**src/rtl/uart_frame_tx_if.sv**
```systemverilog
// Byte-handshake bundle between the frame requester, the framer and uart_tx.
interface uart_frame_tx_if #(parameter int NBYTES = 4);
  logic                  send;
  logic [8*NBYTES-1:0]   payload;
  logic                  tx_done_tick;
  logic                  tx_start;
  logic [7:0]            tx_data;
  logic                  busy;
  logic                  frame_done;

  modport master (
    output send, payload, tx_done_tick,
    input  tx_start, tx_data, busy, frame_done
  );

  modport slave (
    input  send, payload, tx_done_tick,
    output tx_start, tx_data, busy, frame_done
  );
endinterface

```
**src/rtl/uart_frame_tx.sv**
```systemverilog
// Frames a captured payload as SYNC, payload bytes LSB-first, XOR checksum,
// and feeds it byte by byte to uart_tx over the tx_start/tx_done_tick handshake.
//   state   | meaning
//   S_IDLE  | waiting for send
//   S_ISSUE | tx_start pulse for byte idx
//   S_WAIT  | waiting for tx_done_tick of byte idx
module uart_frame_tx #(
  parameter int         NBYTES = 4,
  parameter logic [7:0] SYNC   = 8'hA5
) (
  input logic            pclk,
  input logic            rst,
  uart_frame_tx_if.slave bus
);
  localparam int IW = $clog2(NBYTES + 2);
  localparam logic [IW-1:0] LAST_IDX = IW'(NBYTES + 1);

  typedef enum logic [1:0] {
    S_IDLE  = 2'd0,
    S_ISSUE = 2'd1,
    S_WAIT  = 2'd2
  } state_t;

  state_t              state_q, state_d;
  logic [IW-1:0]       idx_q, idx_d;
  logic [7:0]          csum_q, csum_d;
  logic [8*NBYTES-1:0] shadow_q, shadow_d;
  logic [7:0]          tx_data_q, tx_data_d;
  logic                frame_done_q, frame_done_d;
  logic [IW-1:0]       next_idx;

  function automatic logic [7:0] byte_at(input logic [IW-1:0]       i,
                                         input logic [8*NBYTES-1:0] sh,
                                         input logic [7:0]          cs);
    logic [7:0] b;
    b = SYNC;
    if (i == LAST_IDX) begin
      b = cs;
    end else begin
      for (int k = 0; k < NBYTES; k++) begin
        if (int'(i) == k + 1) b = sh[8*k +: 8];
      end
    end
    return b;
  endfunction

  always_ff @(posedge pclk or posedge rst) begin
    if (rst) begin
      state_q      <= S_IDLE;
      idx_q        <= '0;
      csum_q       <= '0;
      shadow_q     <= '0;
      tx_data_q    <= '0;
      frame_done_q <= 1'b0;
    end else begin
      state_q      <= state_d;
      idx_q        <= idx_d;
      csum_q       <= csum_d;
      shadow_q     <= shadow_d;
      tx_data_q    <= tx_data_d;
      frame_done_q <= frame_done_d;
    end
  end

  always_comb begin
    state_d      = state_q;
    idx_d        = idx_q;
    csum_d       = csum_q;
    shadow_d     = shadow_q;
    tx_data_d    = tx_data_q;
    frame_done_d = 1'b0;
    next_idx     = idx_q + 1'b1;
    case (state_q)
      S_IDLE: begin
        if (bus.send) begin
          shadow_d  = bus.payload;
          idx_d     = '0;
          csum_d    = '0;
          tx_data_d = SYNC;
          state_d   = S_ISSUE;
        end
      end
      S_ISSUE: begin
        // tx_data_q already holds byte(idx), so it is what goes into the checksum
        if (idx_q != '0 && idx_q != LAST_IDX) csum_d = csum_q ^ tx_data_q;
        state_d = S_WAIT;
      end
      S_WAIT: begin
        if (bus.tx_done_tick) begin
          if (idx_q == LAST_IDX) begin
            frame_done_d = 1'b1;
            state_d      = S_IDLE;
          end else begin
            idx_d     = next_idx;
            tx_data_d = byte_at(next_idx, shadow_q, csum_q);
            state_d   = S_ISSUE;
          end
        end
      end
      default: state_d = S_IDLE;
    endcase
  end

  assign bus.tx_start   = (state_q == S_ISSUE);
  assign bus.tx_data    = tx_data_q;
  assign bus.busy       = (state_q != S_IDLE);
  assign bus.frame_done = frame_done_q;
endmodule
```
**src/flat_wrapper.sv**
```systemverilog
// flat-port wrapper written by rule: the top's interface ports become plain ports
module uart_frame_tx_flat 
#(
  parameter int         NBYTES = 4,
  parameter logic [7:0] SYNC   = 8'hA5
)
  (pclk, rst, bus_send, bus_payload, bus_tx_done_tick, bus_tx_start, bus_tx_data, bus_busy, bus_frame_done);
  uart_frame_tx_if #(.NBYTES(NBYTES)) bus_i ();
  input logic pclk;
  input logic rst;
  input wire logic [$bits(bus_i.send)-1:0] bus_send;
  input wire logic [$bits(bus_i.payload)-1:0] bus_payload;
  input wire logic [$bits(bus_i.tx_done_tick)-1:0] bus_tx_done_tick;
  output wire logic [$bits(bus_i.tx_start)-1:0] bus_tx_start;
  output wire logic [$bits(bus_i.tx_data)-1:0] bus_tx_data;
  output wire logic [$bits(bus_i.busy)-1:0] bus_busy;
  output wire logic [$bits(bus_i.frame_done)-1:0] bus_frame_done;
  assign bus_i.send = bus_send;
  assign bus_i.payload = bus_payload;
  assign bus_i.tx_done_tick = bus_tx_done_tick;
  assign bus_tx_start = bus_i.tx_start;
  assign bus_tx_data = bus_i.tx_data;
  assign bus_busy = bus_i.busy;
  assign bus_frame_done = bus_i.frame_done;
  uart_frame_tx #(.NBYTES(NBYTES), .SYNC(SYNC)) u_core (.pclk(pclk), .rst(rst), .bus(bus_i));
endmodule
```
**config.mk**
```make
export PLATFORM = sky130hd
export DESIGN_NAME = uart_frame_tx_flat
export DESIGN_NICKNAME = d
export VERILOG_FILES = /design/src/rtl/uart_frame_tx_if.sv /design/src/rtl/uart_frame_tx.sv /design/src/flat_wrapper.sv
export SDC_FILE = /design/constraint.sdc
export NUM_CORES = 1
export LEC_CHECK = 0
export BUFFER_PORTS_ARGS = -buffer_cell sky130_fd_sc_hd__buf_2
export CELL_PAD_IN_SITES_DETAIL_PLACEMENT = 0
export CELL_PAD_IN_SITES_GLOBAL_PLACEMENT = 1
export CORE_MARGIN = 10
export CORE_UTILIZATION = 35
export DETAILED_ROUTE_END_ITERATION = 6
export PLACE_DENSITY = 0.75
export SLEW_MARGIN = 20
export SYNTH_ARGS = -nofsm -noshare
export SYNTH_HDL_FRONTEND = slang
export SYNTH_SLANG_ARGS = --single-unit
```
**constraint.sdc**
```tcl
create_clock -name pclk -period 3.96 [get_ports pclk]
set_input_delay 0.198 -clock pclk [delete_from_list [all_inputs] [get_ports pclk]]
set_output_delay 0.198 -clock pclk [all_outputs]
set_load 0.02 [all_outputs]
```
---- Yosys cells after proc, flatten, opt, wreduce, memory -nomap -nowiden ----
Cells that the tools add are included.
cells by class
  add/subtract/negate cells ............... 1
  eq/ne operators ......................... 13
  multiplexer cells ....................... 23
  bitwise operators ....................... 1
  reduce and logical (&&, ||, !) cells .... 10
operator list
  cell                                                    count
  2-to-1 mux 8 bit                                        10
  one-hot mux 8 bit (2 select lines)                      2
  == test 3 bit (second input constant)                   5
  2-to-1 mux 3 bit                                        3
  XOR 8 bit                                               1
  inequality test 2 bit (second input constant)           3
  one-hot mux 2 bit (3 select lines)                      1
  one-hot mux 3 bit (2 select lines)                      1
  nonzero test 2 bit                                      3
  2-to-1 mux 1 bit                                        4
  2-to-1 mux 2 bit                                        2
  AND reduction 2 bit                                     2
  AND reduction 4 bit                                     1
  adder 3 x 1 -> 3 bit (second input constant)            1
  == test 3 x 2 -> 1 bit (second input constant)          1
  inequality test 3 bit (second input constant)           1
  AND reduction 3 bit                                     1
  nonzero test 3 bit                                      1
  == test 2 x 1 -> 1 bit (second input constant)          1
  == test 2 bit (second input constant)                   1
  zero test 2 bit                                         1
  inequality test 2 x 1 -> 1 bit (second input constant)  1
  logical AND 1 bit                                       1
storage, ports and cells
  register bits after elaboration ......... 54
  input port bits ......................... 36
  output and inout port bits .............. 11

---- Depth between registers and ports, before layout ----
Gate-level depths: netlist of run 1.
  word-level depth ........................ 10
  mapped depth ............................ 9
  depth with buffers taken out ............ 7

---- Least setup slack after synthesis of run 1 ----
No wires, ideal clock.
  path kind ............................... reg2reg
  start point ............................. register u_core.idx_q[1]
  end point ............................... register u_core.csum_q[1]
  setup time .............................. 140 ps
  arrival ................................. 1595 ps
  data required time ...................... 3820 ps
  slack ................................... 2225 ps
  stages on the path, launching flop included .. 9
  path buffers ............................ 2
  cell sequence ........................... dfrtp_1 -> inv_1 -> ha_1 -> buf_4 -> nand2_1 -> a31oi_2 -> buf_4 -> o311ai_0 -> o41ai_1
on the way
  word-level cells in the longest chain between the ends .. 4
ends and longest elaborated chain
  item                                                                line                 text
  from (decl)                                                         uart_frame_tx.sv:25  logic [IW-1:0] idx_q, idx_d;
  from (signal assigned)                                              uart_frame_tx.sv:57  idx_q <= idx_d;
  inequality test 3 bit / nonzero test 3 bit (equally long branches)  uart_frame_tx.sv:85  if (idx_q != '0 && idx_q != LAST_IDX) csum_d = csum_q ^ tx_data_q;
  logical AND 1 bit (*)                                               uart_frame_tx.sv:85
  inequality test 2 x 1 -> 1 bit (no source line) (*)                 -
  AND reduction 3 bit (no source line) (*)                            -
  to (signal assigned)                                                uart_frame_tx.sv:58  csum_q <= csum_d;
  to (decl)                                                           uart_frame_tx.sv:26  logic [7:0] csum_q, csum_d;
Mark *: on every way between the ends. The rest lies on a longest branch, timed or not.
A chain may end at the register's enable or synchronous reset.

---- Worst setup path in the final report of run 1 ----
  start point ............................. register u_core.idx_q[1]
  end point ............................... register u_core.csum_q[3]
Same word-level chain as after synthesis.

==> summary.txt, run 1 <==
Detailed routing
  – DRC errors left: 0
  – Routed length per instance: 14.62 um
  – Drt pass-1 iters: 4
  – Detail Route Antenna Nets: 0
  – Via count: 2130
  – Drt first-iter violations: 97
  – Detailed Route WL: 6504 um
  – Via density: 4.787

Synthesis
  – Yosys warning count: 0
  – Compound-cell area share of the yosys netlist: 19.30%
  – Top cells by area, synth: dfrtp_1 (50%), nand2_1 (14%), o21ai_0 (3.3%), inv_1 (3.1%), ha_1 (2.8%)
  – Cell accounting for the most synthesized area: dfrtp_1
  – Synth Area in XOR/XNOR: 0.6478%
  – Synthesized area per cell: 8.666 sq um
  – Synth Area in Adders: between 2 and 3%
  – Main flop type after synthesis: dfrtp_1
  – Yosys top cell area share: 49.98%
  – FFs w/ async S/R, synth: 100.0%
  – Number of synthesized flops with an enable pin: 0
  – Syn Nets: around 350
  – Combinational family with the most area after synthesis: simple AND/OR/NAND/NOR gates
  – Count of different cell masters after synthesis: 35
  – Post-synthesis mux area share: 0%
  – Post-synthesis register bit count: 54
  – Syn Inst Count: 312
  – Sequential area share after synthesis: between 40% and 50%
  – Post-Synth Simple-Gate Area: approximately 21%
  – Mapped Area: 2704 sq um

STA
  – Max-slew headroom: ~44%
  – Final setup violation count: 0
  – Slew @ Worst Pin: between 0.8 and 0.9 ns
  – Fin crit period: 2.505 ns
  – Final Hold Fails: 16
  – Period utilization: 63.25%
  – TNS Setup: 0 ns
  – Worst-case hold slack: -0.006820 ns
  – Final Max Slew Viols: 0
  – RSZ-0062 raised after global routing: false
  – Post-route setup slack: 1.455 ns
  – Peak Freq: 399.3 MHz
  – Layout Skew: 0.01141 ns

Pwr
  – Pwr dens: 738.5 nW/um^2
  – Comb power frac: 44.9%
  – Cell Int Power: around 1.3 mW
  – Sequential share of power: between 40% and 50%
  – NetSw: 0.9808 mW
  – Leak: 1.541 nW
  – VDD IR max: between 0.0002 and 0.00025 V
  – Clock power frac: 12.9%
  – Sw frac: 43.47%

Clocking
  – CTS buffer count: 5
  – Setup bufs post-CTS: 0
  – Clock root cell: clkbuf_8
  – Max Buffers Root-to-Sink: 2
  – # hold bufs at CTS: 0
  – CTS tree: built
  – PostCTS Resize Cnt: 0
  – # H-tree levels: 2
  – Worst-Skew Late Latency: 0.31 ns
  – Clock transition at path regs: 0.10 ns
  – Clock sinks: 54

Global routing
  – Grt ovf: 0
  – All-layer global routing usage: 11.41%
  – Pin count of the biggest net entering global routing: 55
  – Initial antenna violation count: 0
  – Vias in the first global route: 2119
  – First-pass GRT wire length: around 11000 um

Finish
  – Share of layout cells above drive strength 1: 18.21%
  – Nets: roughly 390
  – Diode count: 0
  – Most frequent cells in the layout: nand2_1 (103), dfrtp_1 (54), buf_2 (46)
  – Post-layout util: 41.46%
  – Most common cell after layout, fill and taps aside: nand2_1
  – Synthesis-to-layout area growth: 13.00%

Setup path
  – Arr. time, crit path: roughly 2.7 ns
  – Critical path's slowest cell: a31oi_2
  – Crit Path Max Fanout: 18
  – Critical path startpoint category: flop
  – Critical Path RT: 4.16 ns
  – Kind of critical path: reg -> reg
  – Crit path capture type: flop
  – Slowest stage delay, CP: 0.74 ns
  – CP Cell Sequence: inv_1, ha_1, nand2_1, a31oi_2, o311ai_0, o41ai_2
  – Crit path max-delay family: compound AO/OA/AOI/OAI gates
  – Reg2Reg Setup Slack: 1.46 ns
  – Crit path buffers/inverters: 1

Run status
  – Failing checks: negative hold slack
  – Status: finished, violations left

Floorplanning
  – IO Count: 47
  – Initial Util: between 30 and 40%
  – Die area: 11640 sq um
  – Die W: 107.9 um
  – Chip Height: 107.9 um
  – # rows: 31
  – Core area: ~7400 sq um

Placement
  – Port buffer count: between 40 and 50
  – Setup WS pre-CTS: around 1.5 ns
  – GP Congestion: 0.7389
  – Hpwl dp: 4664 um

Run
  – Max cap viols: 0

Worst hold path
  – Hold crit path type: in -> async
==> final cells by class <==
| type | instances | area, sq um |
|---|---|---|
| Sequential cell | 54 | 1351 |
| Timing Repair Buffer | 47 | 237.7 |
| Tap cell | 99 | 123.9 |
| Clock inverter | 2 | 10.01 |
| Inverter | 23 | 88.84 |
| Fill cell | 777 | 4314 |
| Multi-Input combinational cell | 215 | 1175 |
| Clock buffer | 5 | 68.82 |
==> stage by stage <==
| step | instance area [sq um] | power [mW] | hold slack [ns] | cells |
|---|---|---|---|---|
| after floorplan | 2704 | 1.711 | 0.3034 | 312 |
| after global placement | 2972 | 1.954 | 0.3928 | 438 |
| after detailed placement | 2974 | 1.977 | 0.3494 | 438 |
| after CTS | 3053 | 2.277 | 0.01032 | 445 |
| after global routing | 3055 | 2.466 | 0.04688 | 445 |
| final | 3055 | 2.256 | -0.006820 | 445 |
==> cells in the mapped netlist, types with 2 or more instances <==
library cell	n
inv_1	22
o41ai_1	4
nand2b_1	3
a21oi_1	13
nand2_1	104
a221oi_1	4
o21ai_0	18
dfrtp_1	54
or2_0	6
a22o_1	2
o41ai_2	4
nor2b_1	5
buf_2	6
nor2_1	9
o311ai_0	7
o22ai_1	8
ha_1	6
a22oi_1	8
buf_1	2
buf_4	3
clkbuf_1	9
and2b_1	2
==> routing by layer <==
metal | GRT usage, % | vias to the layer above | routed length [um]
met5 | 0 | - | 0
met4 | 3.435 | 0 | 82
met3 | 2.874 | 6 | 342
met2 | 16.13 | 48 | 2744
met1 | 16.49 | 970 | 3334
li1 | - | 1106 | -
==> final timing paths <==
kind	startpoint	end	cells after the start
setup / recovery	u_core.idx_q[1]$_DFFE_PP0P_	u_core.csum_q[3]$_DFFE_PP0P_	6
max in group asynchronous	rst	u_core.bus.tx_data[0]$_DFFE_PP0P_	2
setup reg to reg	u_core.idx_q[1]$_DFFE_PP0P_	u_core.csum_q[3]$_DFFE_PP0P_	6
min in group pclk	bus_payload[1]	u_core.shadow_q[1]$_DFFE_PP0P_	3
hold reg to reg	u_core.shadow_q[23]$_DFFE_PP0P_	u_core.shadow_q[23]$_DFFE_PP0P_	2
hold / removal	rst	u_core.shadow_q[10]$_DFFE_PP0P_	2
==> logic make-up (layout without fill, tap and decap cells) <==
kind of cell | after synthesis | count (layout)
buffers and inverters | 43 | 77
flip-flops | 54 | 54
AO/OA/AOI/OAI | 73 | 73
XOR/XNOR | 2 | 2
AND/OR/NAND/NOR | 134 | 134
adder cells (fa/ha/maj) | 6 | 6
==> power by group through the flow <==
stage               Combinational (mW)  Clock [mW]  Sequential, mW
finish                            1.01       0.291           0.953
global route                      1.15       0.328           0.985
CTS                               1.02       0.304           0.951
detailed placement                1.02           0           0.961
global placement                 0.997           0           0.957
floorplan                        0.789           0           0.922
==> registers in the layout, indices dropped and copies added, names as in the netlist <==
signal and count:
u_core.idx_q 3, u_core.bus.frame_done 1, u_core.state_q 2, u_core.shadow_q 32
u_core.bus.tx_data 8, u_core.csum_q 8
No activity file was read; power rests on OpenSTA's default activity.
==> run 2, diff against run 1 <==
Settings changed: PLACE_DENSITY 0.75 to 0.78.
Clock period 3.96 ns to 2.2 ns, I/O delays scaled along.
==> run 2 against run 1 <==
Effect of this change: the run still ends with negative hold slack left; clock-buffer cell count unchanged; clock skew down 0.0028 ns; first-iteration DRC count up 42%; total power up 84%; clock power up 84%; combinational power up 93%; utilization up 3.6 points; sequential power up 76%; die area unchanged.
==> summary.txt, run 2 (synthesized netlist as in run 1, its figures left out) <==
Run status
  – Status: finished, violations left (unchanged)
  – Failing checks: negative hold slack (unchanged)

Run
  – Max cap viols: 0 (unchanged)

Setup path
  – Kind of critical path: reg -> reg (unchanged)
  – Critical path's slowest cell: ha_1 (was a31oi_2)
  – Critical path startpoint category: flop (unchanged)
  – Critical Path RT: 2.44 ns (was 4.16 ns)
  – Crit Path Max Fanout: 24 (was 18)
  – Crit path capture type: flop (unchanged)
  – Reg2Reg Setup Slack: 0.25 ns (was 1.46 ns)
  – Slowest stage delay, CP: 0.66 ns (was 0.74 ns)
  – Arr. time, crit path: 2.19 ns (was 2.70 ns)
  – CP Cell Sequence: inv_1, ha_1, nand2_1, o21ai_0, a22oi_1, o22ai_1 (was inv_1, ha_1, nand2_1, a31oi_2, o311ai_0, o41ai_2)

Finish
  – Fill cells: 752 (was 777)
  – Largest register FFs: 32 (unchanged)
  – Most common cell after layout, fill and taps aside: nand2_1 (unchanged)
  – Post-route cell area: 3322 sq um (was 3055 sq um)
  – Nets: 416 (was 388)
  – Fin cells: 473 (was 445)
  – Share of layout cells above drive strength 1: 18.45% (was 18.21%)
  – Most frequent cells in the layout: nand2_1 (104), dfrtp_1 (54), buf_2 (46) (was nand2_1 (103), dfrtp_1 (54), buf_2 (46))
  – Diode count: 0 (unchanged)
  – Synthesis-to-layout area growth: 22.86% (was 13.00%)
  – Reg with most FFs: u_core.shadow_q (unchanged)

STA
  – Final setup violation count: 0 (unchanged)
  – Final Hold Fails: 28 (was 16)
  – Slew @ Worst Pin: 0.7627 ns (was 0.8330 ns)
  – Layout Skew: 0.008584 ns (was 0.01141 ns)
  – Period utilization: 88.83% (was 63.25%)
  – Worst-case hold slack: -0.02897 ns (was -0.006820 ns)
  – Peak Freq: 511.7 MHz (was 399.3 MHz)
  – Final Max Slew Viols: 0 (unchanged)
  – TNS Setup: 0 ns (unchanged)
  – RSZ-0062 raised after global routing: false (unchanged)
  – Post-route setup slack: 0.2456 ns (was 1.455 ns)
  – Fin crit period: 1.954 ns (was 2.505 ns)
  – Max-slew headroom: 49.15% (was 44.29%)

Global routing
  – All-layer global routing usage: 12.20% (was 11.41%)
  – Pin count of the biggest net entering global routing: 55 (unchanged)
  – Grt ovf: 0 (unchanged)
  – Vias in the first global route: 2332 (was 2119)
  – Initial antenna violation count: 0 (unchanged)
  – First-pass GRT wire length: 11500 um (was 10740 um)

Placement
  – Placed cells: 445 (was 438)
  – Port buffer count: 46 (unchanged)
  – GP Congestion: 0.7705 (was 0.7389)
  – Post-DP Area: 3024 sq um (was 2974 sq um)
  – Setup WS pre-CTS: 0.1893 ns (was 1.480 ns)
  – Hpwl dp: 4761 um (was 4664 um)

Clocking
  – Clock root cell: clkbuf_8 (unchanged)
  – # H-tree levels: 2 (unchanged)
  – Worst-Skew Late Latency: 0.31 ns (about the same)
  – CTS tree: built (unchanged)
  – CTS buffer count: 5 (unchanged)
  – Clock transition at path regs: 0.10 ns (about the same)
  – Max Buffers Root-to-Sink: 2 (unchanged)
  – Clock sinks: 54 (unchanged)

Worst hold path
  – Hold crit path type: in -> async (unchanged)

Floorplanning
  – Core area: 7370 sq um (unchanged)
  – # rows: 31 (unchanged)
  – Chip Height: 107.9 um (unchanged)
  – Initial Util: 36.69% (unchanged)
  – IO Count: 47 (unchanged)
  – Die W: 107.9 um (unchanged)
  – Die area: 11640 sq um (unchanged)

Pwr
  – Pwr dens: 1252 nW/um^2 (was 738.5 nW/um^2)
  – VDD IR max: 0.0003869 V (was 0.0002246 V)
  – Leak: 1.664 nW (was 1.541 nW)

Detailed routing
  – Detail Route Antenna Nets: 0 (unchanged)
  – Via density: 4.829 (was 4.787)
  – Via count: 2284 (was 2130)
  – Detailed Route WL: 6737 um (was 6504 um)
  – Drt pass-1 iters: 4 (unchanged)
  – DRC errors left: 0 (unchanged)
  – Drt first-iter violations: 138 (was 97)
  – Routed length per instance: 14.24 um (was 14.62 um)
## run 2: cell types whose count changed in the layout (fill, tap and decap cells not counted), sizes merged
cell / before / now
buf: 47 / 54
dlygate4sd3: 0 / 21
## run 2: per-layer routing
| metal | wire, um | vias to the layer above | global-route usage (%) | share of wire, % |
|---|---|---|---|---|
| li1 | - | 1157 | - | - |
| met2 | 2930 | 54 | 18.00 | 43 |
| met3 | 367 | 7 | 2.635 | 5.4 |
| met1 | 3338 | 1066 | 16.96 | 50 |
| met4 | 100 | 0 | 4.580 | 1.5 |
| met5 | 0 | - | 0 | 0 |
## run 2: timing repair
action / in CTS / in global routing
gates resized for setup: 0 / 1
setup endpoints to repair: 0 / 2
setup buffers: 0 / 0
endpoints found under the hold margin: 21 / 0
hold buffers: 21 / 0
## run 2: worst max-delay path, delay by kind of cell (launching register included)
kind | cells | cell delay (ns)
AOI/OAI and AO/OA | 3 | 0.56
adders and majority gates | 1 | 0.66
buffers and inverters | 1 | 0.12
DFF | 1 | 0.45
and+or+nand+nor | 1 | 0.09
## run 2: cell type report
class	count	area, sq um	share of cell area (%)
multi-input combinational	215	1181	35.56
clock buffer	5	68.82	2.072
sequential	54	1351	40.68
timing repair buffer	75	500.5	15.07
tap	99	123.9	3.729
clock inverter	2	10.01	0.3013
inverter	23	86.33	2.599
## run 2: through the flow
stage / hold WS [ns] / utilization, % / total power [mW]
finish: -0.02897 / 45.08 / 4.160
global route: 0.009152 / 45.08 / 4.550
CTS: 0.0004816 / 44.96 / 4.178
detailed placement: 0.3037 / 41.04 / 3.604
global placement: 0.3044 / 41.04 / 3.556
floorplan: 0.2154 / - / 3.079
## run 2: path summary, 6_finish.rpt
kind / from / cells past startpoint / to
max reg2reg: u_core.idx_q[0]$_DFFE_PP0P_ / 6 / u_core.bus.tx_data[3]$_DFFE_PP0P_
max: u_core.idx_q[0]$_DFFE_PP0P_ / 6 / u_core.bus.tx_data[3]$_DFFE_PP0P_
min reg2reg: u_core.shadow_q[21]$_DFFE_PP0P_ / 2 / u_core.shadow_q[21]$_DFFE_PP0P_
min: rst / 3 / u_core.bus.tx_data[4]$_DFFE_PP0P_
min in group pclk: bus_payload[17] / 3 / u_core.shadow_q[17]$_DFFE_PP0P_
max in group asynchronous: rst / 3 / u_core.shadow_q[8]$_DFFE_PP0P_
## run 2: power by group
part | switching [mW] | internal [mW] | leakage (nW)
combinational | 1.20 | 0.744 | 0.946
sequential | 0.263 | 1.41 | 0.674
clock | 0.320 | 0.215 | 0.0438
==> run 3, diff against run 2 <==
Settings changed: CORE_ASPECT_RATIO set to 0.7.
==> run 3 against run 2 <==
Effect of this change: the run now ends clean; wire length increased by 3.7%; sequential share of layout area increased by 0.37 points; maximum frequency decreased by 1.1%; setup slack got worse by 0.021 ns; flip-flop and latch count unchanged; critical path type unchanged; highest routed layer unchanged.
==> summary.txt, run 3 (synthesized netlist as in run 1, its figures left out) <==
Pwr
  – Clock power frac: 13.1% (was 12.9%)
  – Sequential share of power: 39.7% (was 40.3%)
  – Comb power frac: 47.2% (was 46.8%)
  – Sw frac: 42.60% (was 42.95%)
  – VDD IR max: 0.0006612 V (was 0.0003869 V)
  – Pwr dens: 1285 nW/um^2 (was 1252 nW/um^2)
  – NetSw: 1.802 mW (was 1.787 mW)
  – Cell Int Power: 2.428 mW (was 2.373 mW)
  – Leak: 1.651 nW (was 1.664 nW)

STA
  – Period utilization: 89.80% (was 88.83%)
  – Fin crit period: 1.976 ns (was 1.954 ns)
  – Peak Freq: 506.2 MHz (was 511.7 MHz)
  – RSZ-0062 raised after global routing: false (unchanged)
  – Layout Skew: 0.008313 ns (was 0.008584 ns)
  – Max-slew headroom: 56.80% (was 49.15%)
  – TNS Setup: 0 ns (unchanged)
  – Slew @ Worst Pin: 0.6480 ns (was 0.7627 ns)
  – Final Hold Fails: 0 (was 28)
  – Final Max Slew Viols: 0 (unchanged)
  – Final setup violation count: 0 (unchanged)

Finish
  – Most frequent cells in the layout: nand2_1 (104), dfrtp_1 (54), buf_2 (46) (unchanged)
  – Share of layout cells above drive strength 1: 18.97% (was 18.45%)
  – Synthesis-to-layout area growth: 21.75% (was 22.86%)
  – Post-layout util: 44.38% (was 45.08%)
  – Nets: 412 (was 416)
  – Diode count: 0 (unchanged)
  – Largest register FFs: 32 (unchanged)
  – Most common cell after layout, fill and taps aside: nand2_1 (unchanged)
  – Reg with most FFs: u_core.shadow_q (unchanged)

Placement
  – Hpwl dp: 5043 um (was 4761 um)
  – Port buffer count: 46 (unchanged)
  – GP Congestion: 0.8248 (was 0.7705)

Global routing
  – Vias in the first global route: 2361 (was 2332)
  – First-pass GRT wire length: 11760 um (was 11500 um)
  – Initial antenna violation count: 0 (unchanged)
  – Grt ovf: 0 (unchanged)
  – Pin count of the biggest net entering global routing: 32 (was 55)
  – All-layer global routing usage: 12.00% (was 12.20%)

Detailed routing
  – Drt first-iter violations: 154 (was 138)
  – Detailed Route WL: 6985 um (was 6737 um)
  – Drt pass-1 iters: 4 (unchanged)
  – Routed length per instance: 14.96 um (was 14.24 um)
  – Via density: 4.867 (was 4.829)
  – DRC errors left: 0 (unchanged)
  – Via count: 2273 (was 2284)
  – Detail Route Antenna Nets: 0 (unchanged)

Clocking
  – Setup bufs post-CTS: 0 (unchanged)
  – Worst-Skew Late Latency: 0.31 ns (about the same)
  – Clock transition at path regs: 0.09 ns (was 0.10 ns)
  – CTS tree: built (unchanged)
  – # H-tree levels: 2 (unchanged)
  – Clock sinks: 54 (unchanged)
  – CTS buffer count: 5 (unchanged)
  – Max Buffers Root-to-Sink: 2 (unchanged)
  – Clock root cell: clkbuf_8 (unchanged)

Setup path
  – Critical Path RT: 2.43 ns (was 2.44 ns)
  – Arr. time, crit path: 2.20 ns (was 2.19 ns)
  – Reg2reg start: u_core.idx_q[0]$_DFFE_PP0P_ (unchanged)
  – Crit. Startpoint: u_core.idx_q[0]$_DFFE_PP0P_ (unchanged)
  – FF-to-FF path depth: 7 (was 6)
  – Reg-to-reg endpoint: u_core.bus.tx_data[3]$_DFFE_PP0P_ (unchanged)
  – Reg2Reg Setup Slack: 0.22 ns (was 0.25 ns)
  – Crit Path Max Fanout: 19 (was 24)
  – Critical path startpoint category: flop (unchanged)
  – Crit path capture type: flop (unchanged)
  – Kind of critical path: reg -> reg (unchanged)

Floorplanning
  – Initial Util: 36.45% (was 36.69%)
  – Chip Height: 93.54 um (was 107.9 um)
  – Die area: 11700 sq um (was 11640 sq um)
  – Core area: 7417 sq um (was 7370 sq um)
  – IO Count: 47 (unchanged)
  – # rows: 26 (was 31)
  – Die W: 125.1 um (was 107.9 um)

Worst hold path
  – Hold crit path type: in -> reg (was in -> async)
  – Worst Hold Depth: 3
  – Start point of the worst hold path: bus_payload[4]
  – Min-Delay Endpoint: u_core.shadow_q[4]$_DFFE_PP0P_

Run status
  – Status: finished, final reports clean (was finished, violations left)

Run
  – Max cap viols: 0 (unchanged)
## run 3: critical path, cell delays in order, from the launching register on
cell and delay, ns:
dfrtp_1 0.44, inv_1 0.13, ha_1 0.59, buf_4 0.22, nand2_1 0.04, o21ai_0 0.20
a22oi_1 0.12, o22ai_1 0.15
## run 3: what timing repair did
action | CTS | global route
gates resized for setup | 0 | 1
hold buffers | 15 | 0
hold endpoints to repair | 37 | 0
setup endpoints to repair | 0 | 3
## run 3: area by class of cell
cell class,count,area [sq um]
clock buffer,6,82.58
fill,765,4125
inverter,23,86.33
multi-input combinational,215,1181
sequential,54,1351
tap,98,122.6
timing repair buffer,71,467.9
## run 3: how the worst max path moves through the flow
stage	to	slack, ns	cells past startpoint
final	u_core.bus.tx_data[3]$_DFFE_PP0P_	0.22	7
after global routing	u_core.bus.tx_data[3]$_DFFE_PP0P_	0.05	7
after CTS	u_core.csum_q[3]$_DFFE_PP0P_	0.15	6
after detailed placement	u_core.csum_q[3]$_DFFE_PP0P_	0.16	6
after global placement	u_core.csum_q[2]$_DFFE_PP0P_	0.29	6
after floorplan	u_core.csum_q[1]$_DFFE_PP0P_	0.47	8
## run 3: power by group through the flow
stage               Combinational (mW)  Sequential, mW  Clock (mW)
floorplan                         1.42            1.66           0
global placement                  1.92            1.68           0
detailed placement                1.96            1.69           0
CTS                               1.98            1.68       0.570
global route                      2.24            1.74       0.620
finish                            2.00            1.68       0.552
## run 3: metal layers
metal  GRT usage, %  routed length, um
met5              0                  0
met4          3.059                 57
met3          3.328                436
met2          18.55               2970
met1          16.21               3520
## run 3: per-stage QoR
stage | total power [mW] | std cells | instance area (sq um) | worst slack (ns) | hold slack [ns]
after floorplan | 3.079 | 312 | 2704 | 0.4654 | 0.2154
after global placement | 3.605 | 446 | 3050 | 0.2851 | 0.1986
after detailed placement | 3.650 | 446 | 3050 | 0.1630 | 0.1945
after CTS | 4.231 | 467 | 3283 | 0.1458 | 0.001331
after global routing | 4.603 | 467 | 3292 | 0.04816 | 0.0003796
final | 4.230 | 467 | 3292 | 0.2245 | 0.00007591
